[config.mk]
export PLATFORM = sky130hd
export DESIGN_NAME = mmio_uart_port
export DESIGN_NICKNAME = d
export VERILOG_FILES = /design/src/rtl/io_pkg.sv /design/src/rtl/sync_fifo.sv /design/src/rtl/mmio_uart_port.sv
export SDC_FILE = /design/constraint.sdc
export NUM_CORES = 1
export LEC_CHECK = 0
export CORE_ASPECT_RATIO = 0.8
export CORE_MARGIN = 5
export CORE_UTILIZATION = 50
export CTS_CLUSTER_DIAMETER = 120
export DETAILED_ROUTE_END_ITERATION = 16
export GPL_ROUTABILITY_DRIVEN = 1
export PLACE_DENSITY = 0.82
export SYNTH_ARGS = -nofsm -noshare
export SYNTH_HDL_FRONTEND = slang
export SYNTH_SLANG_ARGS = --single-unit
export TNS_END_PERCENT = 30
[constraint.sdc]
create_clock -name clk -period 3.95 [get_ports clk]
set_clock_uncertainty 0.2 [all_clocks]
set_input_delay 0.79 -clock clk [delete_from_list [all_inputs] [get_ports clk]]
set_output_delay 0.79 -clock clk [all_outputs]
set_load 0.01 [all_outputs]
[src/rtl/io_pkg.sv]
// Shared constants for the MMIO UART port: register window, register offsets,
// TXCTRL bit positions and the transmitter state encoding.
package io_pkg;

    localparam logic [31:0] IO_BASE = 32'hFFFF_0000;

    localparam logic [3:0] OFF_PORTIN  = 4'h0;
    localparam logic [3:0] OFF_PORTOUT = 4'h4;
    localparam logic [3:0] OFF_TXCTRL  = 4'h8;
    localparam logic [3:0] OFF_TXDATA  = 4'hC;

    localparam int TXCTRL_READY = 0;
    localparam int TXCTRL_BUSY  = 1;
    localparam int TXCTRL_OVF   = 2;

    // Gray-ordered so each step around the frame flips a single state bit.
    typedef enum logic [1:0] {
        TX_IDLE  = 2'b00,
        TX_START = 2'b01,
        TX_DATA  = 2'b11,
        TX_STOP  = 2'b10
    } txState_t;

    function automatic logic [31:0] txCtrlWord(input logic ready, input logic busy,
                                               input logic ovf);
        logic [31:0] word;
        word               = '0;
        word[TXCTRL_READY] = ready;
        word[TXCTRL_BUSY]  = busy;
        word[TXCTRL_OVF]   = ovf;
        return word;
    endfunction

endpackage

[src/rtl/sync_fifo.sv]
// Single-clock circular FIFO. A push into a full FIFO is accepted when a pop
// happens on the same edge; otherwise it is discarded.
module sync_fifo #(
    parameter int WIDTH = 8,
    parameter int DEPTH = 4
) (
    input  logic             clk,
    input  logic             reset,
    input  logic             push,
    input  logic             pop,
    input  logic [WIDTH-1:0] din,
    output logic [WIDTH-1:0] dout,
    output logic             full,
    output logic             empty
);

    localparam int AW = (DEPTH > 1) ? $clog2(DEPTH) : 1;
    localparam int CW = $clog2(DEPTH) + 1;

    logic [WIDTH-1:0] mem [DEPTH];
    logic [AW-1:0]    wrPtr;
    logic [AW-1:0]    rdPtr;
    logic [CW-1:0]    count;
    logic             doPush;
    logic             doPop;

    assign full   = (count == CW'(DEPTH));
    assign empty  = (count == '0);
    assign doPop  = pop & ~empty;
    assign doPush = push & (~full | doPop);
    assign dout   = mem[rdPtr];

    // NOTE: state registers use non-blocking assignments so every flop samples
    // pre-edge values regardless of statement order.
    always_ff @(posedge clk or negedge reset) begin
        if (!reset) begin
            wrPtr <= '0;
            rdPtr <= '0;
            count <= '0;
        end else begin
            if (doPush) wrPtr <= wrPtr + AW'(1);
            if (doPop)  rdPtr <= rdPtr + AW'(1);
            case ({doPush, doPop})
                2'b10:   count <= count + CW'(1);
                2'b01:   count <= count - CW'(1);
                default: count <= count;
            endcase
        end
    end

    // NOTE: storage has no reset; empty/full come from the counter, so stale
    // entries are never observed and the array can map onto plain RAM cells.
    always_ff @(posedge clk) begin
        if (doPush) mem[wrPtr] <= din;
    end

endmodule

[src/rtl/mmio_uart_port.sv]
// MMIO peripheral on the core's data bus: PORTOUT register, synchronised PortIn
// sample, and a FIFO-buffered 8N1 UART transmitter.
module mmio_uart_port #(
    parameter logic [31:0] IO_BASE    = io_pkg::IO_BASE,
    parameter int          CLK_DIV    = 434,
    parameter int          FIFO_DEPTH = 4
) (
    input  logic        clk,
    input  logic        reset,
    input  logic [31:0] Address,
    input  logic [31:0] WriteData,
    input  logic        MemWrite,
    input  logic        MemRead,
    input  logic [7:0]  PortIn,
    output logic [31:0] ReadData,
    output logic        io_hit,
    output logic        tx,
    output logic [31:0] PortOut
);

    import io_pkg::*;

    logic [3:0] offset;
    logic       wrEn;
    logic       txPush;
    logic [7:0] pinMeta;
    logic [7:0] pinSync;
    logic       ovf;

    logic       fifoPop;
    logic       fifoFull;
    logic       fifoEmpty;
    logic [7:0] fifoDout;

    txState_t   state, stateNext;
    logic [7:0]  shiftReg, shiftNext;
    logic [15:0] baudCnt, cntNext;
    logic [2:0]  bitIdx, bitNext;
    logic        txReg, txNext;
    logic        bitDone;

    assign offset = Address[3:0];
    assign io_hit = (Address[31:4] == IO_BASE[31:4]);
    assign wrEn   = io_hit & MemWrite;
    assign txPush = wrEn & (offset == OFF_TXDATA);
    assign tx     = txReg;

    sync_fifo #(.WIDTH(8), .DEPTH(FIFO_DEPTH)) txFifo (
        .clk   (clk),
        .reset (reset),
        .push  (txPush),
        .pop   (fifoPop),
        .din   (WriteData[7:0]),
        .dout  (fifoDout),
        .full  (fifoFull),
        .empty (fifoEmpty)
    );

    always_ff @(posedge clk or negedge reset) begin
        if (!reset) begin
            pinMeta <= '0;
            pinSync <= '0;
            PortOut <= '0;
            ovf     <= 1'b0;
        end else begin
            pinMeta <= PortIn;
            pinSync <= pinMeta;
            if (wrEn && offset == OFF_PORTOUT) PortOut <= WriteData;
            // A full-FIFO push is only lost when the transmitter is not popping.
            if (txPush && fifoFull && !fifoPop)
                ovf <= 1'b1;
            else if (wrEn && offset == OFF_TXCTRL && WriteData[TXCTRL_OVF])
                ovf <= 1'b0;
        end
    end

    always_ff @(posedge clk or negedge reset) begin
        if (!reset) begin
            state    <= TX_IDLE;
            shiftReg <= '0;
            baudCnt  <= '0;
            bitIdx   <= '0;
            txReg    <= 1'b1;
        end else begin
            state    <= stateNext;
            shiftReg <= shiftNext;
            baudCnt  <= cntNext;
            bitIdx   <= bitNext;
            txReg    <= txNext;
        end
    end

    assign bitDone = (baudCnt == 16'(CLK_DIV - 1));

    // NOTE: every output of this block gets a default first, so no path
    // through the case can leave a signal unassigned and infer a latch.
    always_comb begin
        stateNext = state;
        shiftNext = shiftReg;
        cntNext   = baudCnt;
        bitNext   = bitIdx;
        fifoPop   = 1'b0;
        txNext    = 1'b1;

        case (state)
            TX_IDLE: begin
                if (!fifoEmpty) begin
                    fifoPop   = 1'b1;
                    shiftNext = fifoDout;
                    cntNext   = '0;
                    bitNext   = '0;
                    stateNext = TX_START;
                end
            end
            TX_START: begin
                if (bitDone) begin
                    cntNext   = '0;
                    stateNext = TX_DATA;
                end else begin
                    cntNext = baudCnt + 16'd1;
                end
            end
            TX_DATA: begin
                if (bitDone) begin
                    cntNext   = '0;
                    shiftNext = shiftReg >> 1;
                    bitNext   = bitIdx + 3'd1;
                    if (bitIdx == 3'd7) stateNext = TX_STOP;
                end else begin
                    cntNext = baudCnt + 16'd1;
                end
            end
            TX_STOP: begin
                if (bitDone) begin
                    cntNext   = '0;
                    stateNext = TX_IDLE;
                end else begin
                    cntNext = baudCnt + 16'd1;
                end
            end
            default: stateNext = TX_IDLE;
        endcase

        // The line level is registered from the next state so tx never glitches.
        case (stateNext)
            TX_START: txNext = 1'b0;
            TX_DATA:  txNext = shiftNext[0];
            default:  txNext = 1'b1;
        endcase
    end

    always_comb begin
        ReadData = '0;
        if (io_hit && MemRead) begin
            case (offset)
                OFF_PORTIN:  ReadData = {24'b0, pinSync};
                OFF_PORTOUT: ReadData = PortOut;
                OFF_TXCTRL:  ReadData = txCtrlWord(!fifoFull,
                                                   (state != TX_IDLE) || !fifoEmpty,
                                                   ovf);
                default:     ReadData = '0;
            endcase
        end
    end

endmodule

### After elaboration in Yosys (flattened, before gate mapping)

Memories as Yosys holds them, arrays and structs flattened.
Index checks and enable logic that the tools add are counted.

* output and inout bits: 66
* RAM bits: 32
* memories kept: 1
* register bits: 86

* reduce and logical (&&, ||, !) cells: 19
* equality and inequality tests: 16
* $add $sub $neg: 6
* muxes and demuxes: 25
* bitwise gates (word level): 7

Memories
* txFifo.mem: words 4, bits a word 8, read ports 1, clocked after memory_dff 0, wr ports 1, RTL line sync_fifo.sv:20 `logic [WIDTH-1:0] mem [DEPTH];`

Operators with widths (count)
* one-hot mux 32 bit (3 select lines): 1
* 2-to-1 mux 16 bit: 2
* 2-to-1 mux 32 bit: 1
* one-hot mux 16 bit (2 select lines): 1
* equality test 28 bit (second input constant): 1
* adder 16 x 1 -> 16 bit (second input constant): 1
* equality test 16 x 9 -> 1 bit (second input constant): 1
* 2-to-1 mux 8 bit: 2
* one-hot mux 8 bit (2 select lines): 1
* one-hot mux 3 bit (2 select lines): 2
* 2-to-1 mux 2 bit: 5
* equality test 2 bit (second input constant): 4
* equality test 4 bit (second input constant): 2
* one-hot mux 2 bit (4 select lines): 1
* nonzero test 2 bit: 4
* adder 3 x 1 -> 3 bit (second input constant): 2
* equality test 2 x 1 -> 1 bit (second input constant): 3
* equality test 3 bit (second input constant): 2
* logical AND 1 bit: 6
* 2-to-1 mux 1 bit: 6
* 2-to-1 mux 3 bit: 2
* adder 2 x 1 -> 2 bit (second input constant): 2
* bitwise AND 1 bit: 4
* equality test 4 x 3 -> 1 bit (second input constant): 1
* other kinds (12): 16

### Longest topological paths before layout

Gate-level depths: netlist (run 1).

* depth after elaboration: 8
* gate-level depth with buffers: 8
* gate-level depth less buffers: 8

### Cells and area by module

A second synthesis (run 1) with hierarchy kept.

* cell total of the unflattened synthesis: 425
* area total of the unflattened synthesis: 5386.4 um^2

Modules (own cells, without submodules)
* mmio_uart_port: times used 1, cells an instance 345, area each 3798.6 um^2, seq. area each 1978.1 um^2
* sync_fifo: times used 1, cells an instance 80, area each 1587.8 um^2, seq. area each 1136.1 um^2

### Least setup slack after synthesis (run 1)

No wires, ideal clock.

* kind: input to output
* start point: input port Address[13]
* end point: output port ReadData[11]
* buffers on the path: 1
* data arrival time: 2.457 ns
* path slack: 0.503 ns
* stages: 6
* cell sequence: nor4b_1 -> nand4_1 -> nor4_2 -> and3_1 -> clkbuf_1 -> and2_1

* longest elaborated chain between the ends: 3

RTL lines
* start, declared: RTL line mmio_uart_port.sv:10 `input logic [31:0] Address,`
* equality test 28 bit: RTL line mmio_uart_port.sv:43 `assign io_hit = (Address[31:4] == IO_BASE[31:4]);`
* named net io_hit: RTL line mmio_uart_port.sv:16 `output logic io_hit,`
* logical AND 1 bit: RTL line mmio_uart_port.sv:154 `if (io_hit && MemRead) begin`
* 2-to-1 mux 32 bit: RTL line mmio_uart_port.sv:154
* end, declared: RTL line mmio_uart_port.sv:15 `output logic [31:0] ReadData,`

The timed path passes the listed nets, and every way through them passes these cells.

### Final worst setup path (run 1)

* start point: input port Address[13]
* end point: output port io_hit

* longest elaborated chain between the ends: 1

RTL lines (RTL line)
* equality test 28 bit: mmio_uart_port.sv:43
* end, declared: mmio_uart_port.sv:16

Every way passes these cells.

==> out/results.ini, run 1 <==
[run_status]
status=finished clean

[clocking]
clock_sinks=118
numCtsBuffers=17
cts_tree=built
clockBufferDepth=2
htreeDepth=4
clk_latency_ns=0.41
clkSlewWorstSetupHoldPaths_ns=0.06
clock-root-buffer=clkbuf_16

[worst_setup_path]
ff2ff_setup_slack_ns=1.07
worst-path-buf-inv=5
critPathMaxFanout=3
r2r_end=shiftReg[6]
worst-setup-path-type=in2out
slowest_stage=clkdlybuf4s50_1
worst_ep_required_time_ns=2.96
critPathTopFamily=buffers and inverters
endpoint=io_hit
worstSetupStartpoint=Address[13]
critPathMaxStageDelay_ns=0.56
r2r_start=baudCnt[1]
arrival_ns=2.85
worstSetupPathDepth=8
reg2reg_depth=7
cp_common_cell=buf_4
start_kind=input port
end_kind=output pin
crit_chain=clkdlybuf4s50_1 > nor4b_2 > buf_4 > nand4_1 > nor4_4 > buf_4 > buf_4 > clkdlybuf4s50_1

[route]
num_vias=3971
ant_nets=0
drt_wl_total_um=13540
drtPass1Iterations=5
drtIter0Drc=284
drc=0
wl_per_cell_um=18.53
via_per_inst=5.432

[timing]
rsz0062_at_grt=no
slew_headroom=0.2783
worst_pin_slew_ns=1.082
fmax_mhz=260.1
hold_ws_ns=0.1492
final-hold-violation-count=0
timing.final.crit_share=0.9733
drv_slew=0
finalSetupViolations=0
period_needed_ns=3.845
setup_slack_ns=0.1053

[cells_and_area]
layout_common_cells=clkdlybuf4s50_1, dfrtp_1, edfxtp_1
area_growth_pct=42.02
drive_gt1_frac=0.1421
layout_commonest_cell=clkdlybuf4s50_1
diodes=0
nets=668
n_fill_cell=671
fin_util=0.7316

[power_and_ir_drop]
max-vdd-ir-drop_mv=0.2759
p_leak_nw=3.283
powerDensity_nw_per_um2=386.1

[logic_synthesis]
synth_top_family_by_area=simple AND/OR/NAND/NOR gates
ys.flop_type=dfrtp_1
async_flop_share=0.7288
netlist.area_leader.share=0.4000
synth_xor_area_frac=0.01647
synth_edf_count=32
syn_inst=415
seq_area_frac_synth=0.5856
avgSynthCellArea_um2=12.81
syn_nets=505
synth_cell_types=51
synth_compound_area_frac=0.07718
ys_ff_latch=118
synth_area_leader_cell=dfrtp_1
yosysWarnings=0
muxShareOfSynthArea=0.1261
synth.area.top_cells=dfrtp_1, edfxtp_1, mux2_1, and2_1, mux2_2
synthesis.area_um2=5318
yosys.area_share.simple=0.1421
synthAdderAreaFrac=0.03435

[grt]
grt_max_degree=87
use_met2=0.3779
grt_pass1_wl_um=21600
antenna_found_initial=0
grt_pass1_vias=4235
top_usage_layer=met2
grtUsageMet3=0.07262
grt_overflow=0
track_usage=0.2192
use_met1=0.2605

[floorplanning]
rows=33
die_h_um=102.2
io_pins=142
core_region_area_um2=10320
dieWidth_um=125.3
initial_core_util=0.5152
dieArea_um2=12810

[worst_hold_path]
hold_path.class=reg2reg

[run]
maxCapViolations=0

[place]
port_buffers=141
finalWeightedCongestion=0.8243
dp_slack_ns=-0.4362
hpwl_um=9685

==> area by class of cell <==
| cell class | count | area (µm²) | share of cell area |
|---|---|---|---|
| sequential | 118 | 3114 | 0.4124 |
| clock buffer | 17 | 425.4 | 0.05633 |
| tap | 140 | 175.2 | 0.02319 |
| inverter | 11 | 41.29 | 0.005467 |
| clock inverter | 15 | 166.4 | 0.02203 |
| timing repair buffer | 157 | 1503 | 0.1990 |
| multi-input combinational | 273 | 2127 | 0.2816 |
==> cell families after synthesis <==
family                   after synthesis
AND/OR/NAND/NOR                      136
adder cells (fa/ha/maj)               14
multiplexers                          52
buffers and inverters                 24
XOR/XNOR                              10
flip-flops                           118
AO/OA/AOI/OAI                         61
==> registers in the layout, indices dropped and copies added (netlist names), 2 cells and up <==
signal	count
pinMeta	8
PortOut	32
state	2
pinSync	8
txFifo.mem	32
bitIdx	3
txFifo.count	3
baudCnt	16
shiftReg	8
txFifo.wrPtr	2
txFifo.rdPtr	2
==> how the worst min path moves through the flow <==
stage	cells past startpoint	from	endpoint	slack (ns)
3_5_place_dp	0	pinMeta[5]	pinSync[5]	0.13
5_1_grt	0	pinMeta[3]	pinSync[3]	0.16
3_3_place_gp	0	pinMeta[3]	pinSync[3]	0.13
2_1_floorplan	0	pinMeta[0]	pinSync[0]	0.13
4_1_cts	0	pinMeta[4]	pinSync[4]	0.15
6_report	0	pinMeta[5]	pinSync[5]	0.15
==> report_power, final <==
group          internal (W)  switching (W)  total, W
Combinational     0.0000705      0.0000423  0.000113
Clock              0.000945       0.000593   0.00154
Sequential          0.00126     0.00000211   0.00127
Total               0.00228       0.000637   0.00292
==> routing by layer <==
layer,part of all wire,vias to the layer above
met2,0.50,143
met3,0.066,26
li1,-,1854
met5,0,-
met4,0.022,0
met1,0.41,1948
==> synthesized netlist by cell type (all sizes together), types with 3 or more instances <==
cell type  count
nand4          9
xnor2          6
a22oi          6
clkbuf         7
a22o          12
nand2         29
o21ai         27
dfrtp         85
xor2           4
nor4          10
ha            13
or4            3
inv           11
a21oi          3
mux4           8
nor2          24
o31ai          3
or3            3
edfxtp        32
buf            6
nor3           6
mux2          40
nand3         10
mux2i          4
and2          30
==> metrics by stage <==
step | power, W | instance area, µm² | TNS [ns] | instances
5_1_grt | 0.003012 | 7552 | 0 | 731
3_5_place_dp | 0.001401 | 6964 | -12.64 | 697
4_1_cts | 0.002941 | 7551 | 0 | 731
6_report | 0.002916 | 7552 | 0 | 731
2_1_floorplan | 0.001298 | 5318 | 0 | 415
3_3_place_gp | 0.001398 | 6964 | -10.30 | 697
==> repair_timing <==
| item | 4_1_cts | 5_1_grt |
|---|---|---|
| pin swaps | 1 | 0 |
| setup endpoints to repair | 33 | 1 |
| gates resized for setup | 35 | 1 |
| hold buffers | 0 | 0 |
| setup buffers | 2 | 0 |
| hold endpoints to repair | 0 | 0 |
No activity file was read; power rests on OpenSTA's default activity.
==> run 2: changes to the inputs <==
==> constraint.sdc (replaced) <==
create_clock -name clk -period 4.75 [get_ports clk]
set_clock_uncertainty 0.2 [all_clocks]
set_input_delay 0.95 -clock clk [delete_from_list [all_inputs] [get_ports clk]]
set_output_delay 0.95 -clock clk [all_outputs]
set_load 0.01 [all_outputs]
==> run 2 against run 1 <==
Effect of this change: core utilization decreased by 0.59 points; sequential share of layout area up 0.34 points; worst hold slack got worse by 0.0032 ns; die area unchanged; first-iteration DRC count is 11% higher; wire length is 6.5% higher; combinational power is 17% lower; setup slack better by 0.034 ns; count of clock-buffer cells in the layout up 5; sequential cell count unchanged; total power fell by 22%; via count up 2.4%; critical path type unchanged; largest cell class unchanged.
==> out/results.ini, run 2 (synthesis results as in run 1) <==
[clocking]
cts_resized=1
cts_tree=built
numCtsBuffers=17
cts_hold_buf=0
clockBufferDepth=2
clk_latency_ns=0.41
cts_setup_buffers=0
clock-root-buffer=clkbuf_16
clock_sinks=118
clkSlewWorstSetupHoldPaths_ns=0.05
htreeDepth=4

[timing]
period_needed_ns=4.610
final-hold-violation-count=0
drv_slew=0
rsz0062_at_grt=no
worst_pin_slew_ns=0.8143
slew_headroom=0.4529
setup_tns_ns=0
timing.final.crit_share=0.9706
finalSetupViolations=0
fmax_mhz=216.9

[floorplanning]
dieArea_um2=12810
initial_core_util=0.5152
io_pins=142
core_region_area_um2=10320
die_h_um=102.2
dieWidth_um=125.3
rows=33

[power_and_ir_drop]
max-vdd-ir-drop_mv=0.2450
powerDensity_nw_per_um2=305.1
power_frac_seq=0.461
pwr-share-clk=0.498
total_power_w=0.002286
switchingPower_w=0.0004650
p_leak_nw=3.081
swShare=0.2034
p_int_w=0.001821
combPwrFrac=0.041

[worst_setup_path]
reg2reg_depth=7
worst-setup-path-type=in2out
r2r_end=txFifo.count[2]
arrival_ns=3.46
critPathMaxFanout=24
ff2ff_setup_slack_ns=1.82
end_kind=output pin
r2r_start=txFifo.count[0]
worst_ep_required_time_ns=3.60
start_kind=input port

[run_status]
status=finished clean

[route]
ant_nets=0
drtPass1Iterations=4
wl_per_cell_um=19.87
via_per_inst=5.601
drtIter0Drc=314
num_vias=4066
drc=0
drt_wl_total_um=14420

[grt]
grt_max_degree=55
grt_pass1_vias=4432
track_usage=0.2352
grt_overflow=0
antenna_found_initial=0
grt_pass1_wl_um=22980

[cells_and_area]
top_regs=PortOut (32), txFifo.mem (32), baudCnt (16)
design_area_um2=7491
drive_gt1_frac=0.1246
layout_common_cells=clkdlybuf4s50_1, dfrtp_1, edfxtp_1
instances_no_fill=726
layout_commonest_cell=clkdlybuf4s50_1
area_growth_pct=40.87
diodes=0
fin_util=0.7257
nets=663

[place]
hpwl_um=10120
placed_cell_area_um2=6954
placed_cells=694
finalWeightedCongestion=0.8183
port_buffers=141

[worst_hold_path]
hold-path-endpoint=pinSync[4]
hold_path.class=reg2reg
worstHoldStart=pinMeta[4]
holdPathStages=0

[run]
maxCapViolations=0

## run 2: changes by cell type in the layout (fill, tap and decap cells not counted), sizes merged, moves of 3 or more
| cell | before | now |
|---|---|---|
| clkdlybuf4s50 | 108 | 140 |
| clkinv | 4 | 7 |
| inv | 19 | 11 |
| clkbuf | 17 | 22 |
| dlygate4sd2 | 31 | 0 |
| buf | 17 | 12 |
## run 2: layout make-up
cell class	instances	area, µm²
sequential	118	3114
fill	669	2831
multi-input combinational	273	2116
timing repair buffer	152	1516
clock buffer	22	444.2
tap	140	175.2
clock inverter	10	83.83
inverter	11	41.29
## run 2: critical path, cell delays in order
cell	delay [ns]
clkdlybuf4s50_1	0.44
nor4b_1	0.32
buf_4	0.15
nand4_1	0.15
nor4_4	0.30
and3_1	0.26
buf_12	0.15
and2_1	0.15
clkdlybuf4s50_1	0.58
## run 2: worst max-delay path by stage
stage / from / depth (start not counted) / end
after global placement: Address[13] / 9 / ReadData[10]
after detailed placement: Address[13] / 9 / ReadData[29]
final: Address[13] / 9 / ReadData[9]
after global routing: Address[13] / 9 / ReadData[0]
after floorplan: Address[13] / 6 / ReadData[11]
after CTS: Address[13] / 9 / ReadData[9]
## run 2: stage by stage
stage,worst slack [ns],hold slack (ns)
global placement,0.1671,0.1328
CTS,0.1261,0.1474
global route,0.02195,0.1526
finish,0.1397,0.1460
detailed placement,0.04207,0.1356
floorplan,0.9829,0.1312
## run 2: power groups by stage
stage	registers [W]	clock network [W]	logic, W
CTS	0.00105	0.00115	0.0000943
global route	0.00105	0.00120	0.000101
finish	0.00105	0.00114	0.0000935
detailed placement	0.00107	0	0.0000934
floorplan	0.00107	0	0.00000814
global placement	0.00107	0	0.0000908
## run 2: metal layers
| metal | global-route usage | vias up | part of all wire |
|---|---|---|---|
| li1 | - | 1841 | - |
| met1 | 0.2807 | 2010 | 0.39 |
| met2 | 0.4019 | 186 | 0.51 |
| met3 | 0.07419 | 29 | 0.074 |
| met4 | 0.09833 | 0 | 0.025 |
| met5 | 0 | - | 0 |
==> run 3: changes to the inputs <==
--- a/config.mk
+++ b/config.mk
@@ -5,13 +5,14 @@
 export SDC_FILE = /design/constraint.sdc
 export NUM_CORES = 1
 export LEC_CHECK = 0
+export ABC_AREA = 1
 export CORE_ASPECT_RATIO = 0.8
 export CORE_MARGIN = 5
 export CORE_UTILIZATION = 50
 export CTS_CLUSTER_DIAMETER = 120
 export DETAILED_ROUTE_END_ITERATION = 16
 export GPL_ROUTABILITY_DRIVEN = 1
-export PLACE_DENSITY = 0.82
+export PLACE_DENSITY = 0.81
 export SYNTH_ARGS = -nofsm -noshare
 export SYNTH_HDL_FRONTEND = slang
 export SYNTH_SLANG_ARGS = --single-unit
==> run 3 against run 2 <==
Effect of this change: core utilization is 3.5 points lower; critical path depth is 1 lower; first-iteration DRC count is 56% higher; wire length is 5.3% higher; sequential cell count stayed put; non-clock buffer count is 9 lower; register-to-register slack better by 0.12 ns; total power is 8.3% higher; setup slack better by 0.11 ns; largest cell class unchanged.
==> out/results.ini, run 3 <==
[cells_and_area]
fin_util=0.6909
nets=833
layout_common_cells=clkdlybuf4s50_1, nand2_1, dfrtp_1
top_regs=PortOut (32), txFifo.mem (32), baudCnt (16)
layout_commonest_cell=clkdlybuf4s50_1
drive_gt1_frac=0.1230
area_growth_pct=36.94
n_fill_cell=790
diodes=0
instances_no_fill=904

[timing]
period_needed_ns=4.501
setup_slack_ns=0.2491
timing.final.crit_share=0.9476
final-hold-violation-count=0
fmax_mhz=222.2
finalSetupViolations=0
slew_headroom=0.2870
worst_pin_slew_ns=1.070
rsz0062_at_grt=no
drv_slew=0
setup_tns_ns=0

[worst_setup_path]
end_kind=output pin
worst-setup-path-type=in2out
worst_ep_required_time_ns=3.60
arrival_ns=3.35
critPathMaxFanout=8
start_kind=input port

[logic_synthesis]
seq_area_frac_synth=0.5421
syn_inst=594
syn_nets=684
async_flop_share=0.7288
netlist.area_leader.share=0.3703
yosysMostFrequentCell=nand2_1
ys_ff_latch=118
synth_area_leader_cell=dfrtp_1
synth_edf_count=32
synth_cell_types=45
avgSynthCellArea_um2=9.670
synth.area.top_cells=dfrtp_1, edfxtp_1, nand2_1, mux2_4, nor2_1
ys.flop_type=dfrtp_1
netlist_top_cells_count=nand2_1, dfrtp_1, nor2_1
yosysWarnings=0
synthesis.area_um2=5744

[power_and_ir_drop]
swShare=0.2283
switchingPower_w=0.0005650
power_frac_seq=0.427
p_leak_nw=3.332
pwr-share-clk=0.529
p_int_w=0.001909
powerDensity_nw_per_um2=314.6
combPwrFrac=0.044
max-vdd-ir-drop_mv=0.2705

[route]
drtIter0Drc=489
drt_wl_total_um=15190
ant_nets=0
drc=0
num_vias=4780
wl_met2_um=7239
drtPass1Iterations=4
routed.top_layer=met4
wl_met1_um=6391
dr_wl_met3_um=1382
wl_per_cell_um=16.80
via_per_inst=5.288

[clocking]
numCtsBuffers=17
cts_setup_buffers=0
clock-root-buffer=clkbuf_16
clock_sinks=118
htreeDepth=4
clk_latency_ns=0.40
cts_resized=0
cts_tree=built
clkSlewWorstSetupHoldPaths_ns=0.06
clockBufferDepth=2
cts_hold_buf=0

[grt]
antenna_found_initial=0
grt_max_degree=87
track_usage=0.2350
grt_pass1_wl_um=25240
grt_pass1_vias=4866
grt_overflow=0

[floorplanning]
dieArea_um2=13750
rows=35
io_pins=142
die_h_um=105.9
initial_core_util=0.5045
dieWidth_um=129.8
core_region_area_um2=11390

[place]
dp_slack_ns=0.2307
placed_cells=872
finalWeightedCongestion=0.8971
hpwl_um=10450
port_buffers=141

[run_status]
status=finished clean

[worst_hold_path]
hold_path.class=reg2reg

[run]
maxCapViolations=0

==> run 3: cell count changes in the layout (fill, tap and decap cells not counted), sizes merged, moves of 6 or more <==
cell,before,now
nand3,10,27
and2,30,0
mux4,8,0
mux2,40,32
nand2,29,128
a21oi,3,9
nor4,10,3
o21ai,27,48
a22o,12,0
clkinv,7,1
o22ai,1,16
inv,11,83
buf,12,3
nor2,24,81
==> run 3: path summary, 6_finish.rpt <==
check	from	endpoint	slack (ns)	depth (start not counted)
worst max-delay path	Address[20]	ReadData[2]	0.25	8
worst min-delay path	pinMeta[3]	pinSync[3]	0.15	0
worst max register to register	state[0]	txFifo.count[2]	1.94	11
worst min register to register	pinMeta[3]	pinSync[3]	0.15	0
max in group asynchronous	reset	baudCnt[11]	3.12	1
min in group asynchronous	reset	pinMeta[0]	0.52	1
==> run 3: cell type report <==
cell class / instances / area, µm² / share of cell area
clock inverter: 15 / 176.4 / 0.02243
timing repair buffer: 143 / 1424 / 0.1810
inverter: 73 / 274.0 / 0.03483
multi-input combinational: 390 / 2267 / 0.2882
tap: 148 / 185.2 / 0.02354
clock buffer: 17 / 425.4 / 0.05408
sequential: 118 / 3114 / 0.3959
==> run 3: power groups by stage <==
stage	Combinational, W	Sequential (W)	Clock, W
global placement	0.000104	0.00107	0
global route	0.000120	0.00106	0.00138
floorplan	0.0000187	0.00107	0
CTS	0.000109	0.00106	0.00132
detailed placement	0.000108	0.00108	0
finish	0.000109	0.00106	0.00131
==> run 3: stage by stage <==
| step | hold WS [ns] | total power [W] | cell area [µm²] |
|---|---|---|---|
| 3_3_place_gp | 0.1345 | 0.001179 | 7264 |
| 6_report | 0.1479 | 0.002474 | 7866 |
| 3_5_place_dp | 0.1347 | 0.001184 | 7264 |
| 4_1_cts | 0.1491 | 0.002487 | 7866 |
| 2_1_floorplan | 0.1312 | 0.001093 | 5744 |
| 5_1_grt | 0.1498 | 0.002555 | 7866 |
==> run 3: critical path, stage by stage <==
cell and delay, ns:
clkdlybuf4s50_1 0.49, nand2_1 0.07, nor2_1 0.12, nand3_1 0.17
nor3b_1 0.43, o31ai_2 0.23, a31oi_1 0.27, clkdlybuf4s50_1 0.61
==> run 3: kinds of logic after synthesis <==
kind of cell	Yosys count	synth area share
and+or+nand+nor	255	0.1899
DFF	118	0.5421
buffers and inverters	86	0.06317
AOI/OAI and AO/OA	83	0.08147
muxes	32	0.08233
adders and majority gates	14	0.03180
xor gates and xnor gates	6	0.009148
==> run 3: metal layers <==
layer	up-vias	GRT usage
met5	-	0
met4	0	0.05786
met3	18	0.08713
met2	203	0.3635
met1	2302	0.3149
li1	2257	-
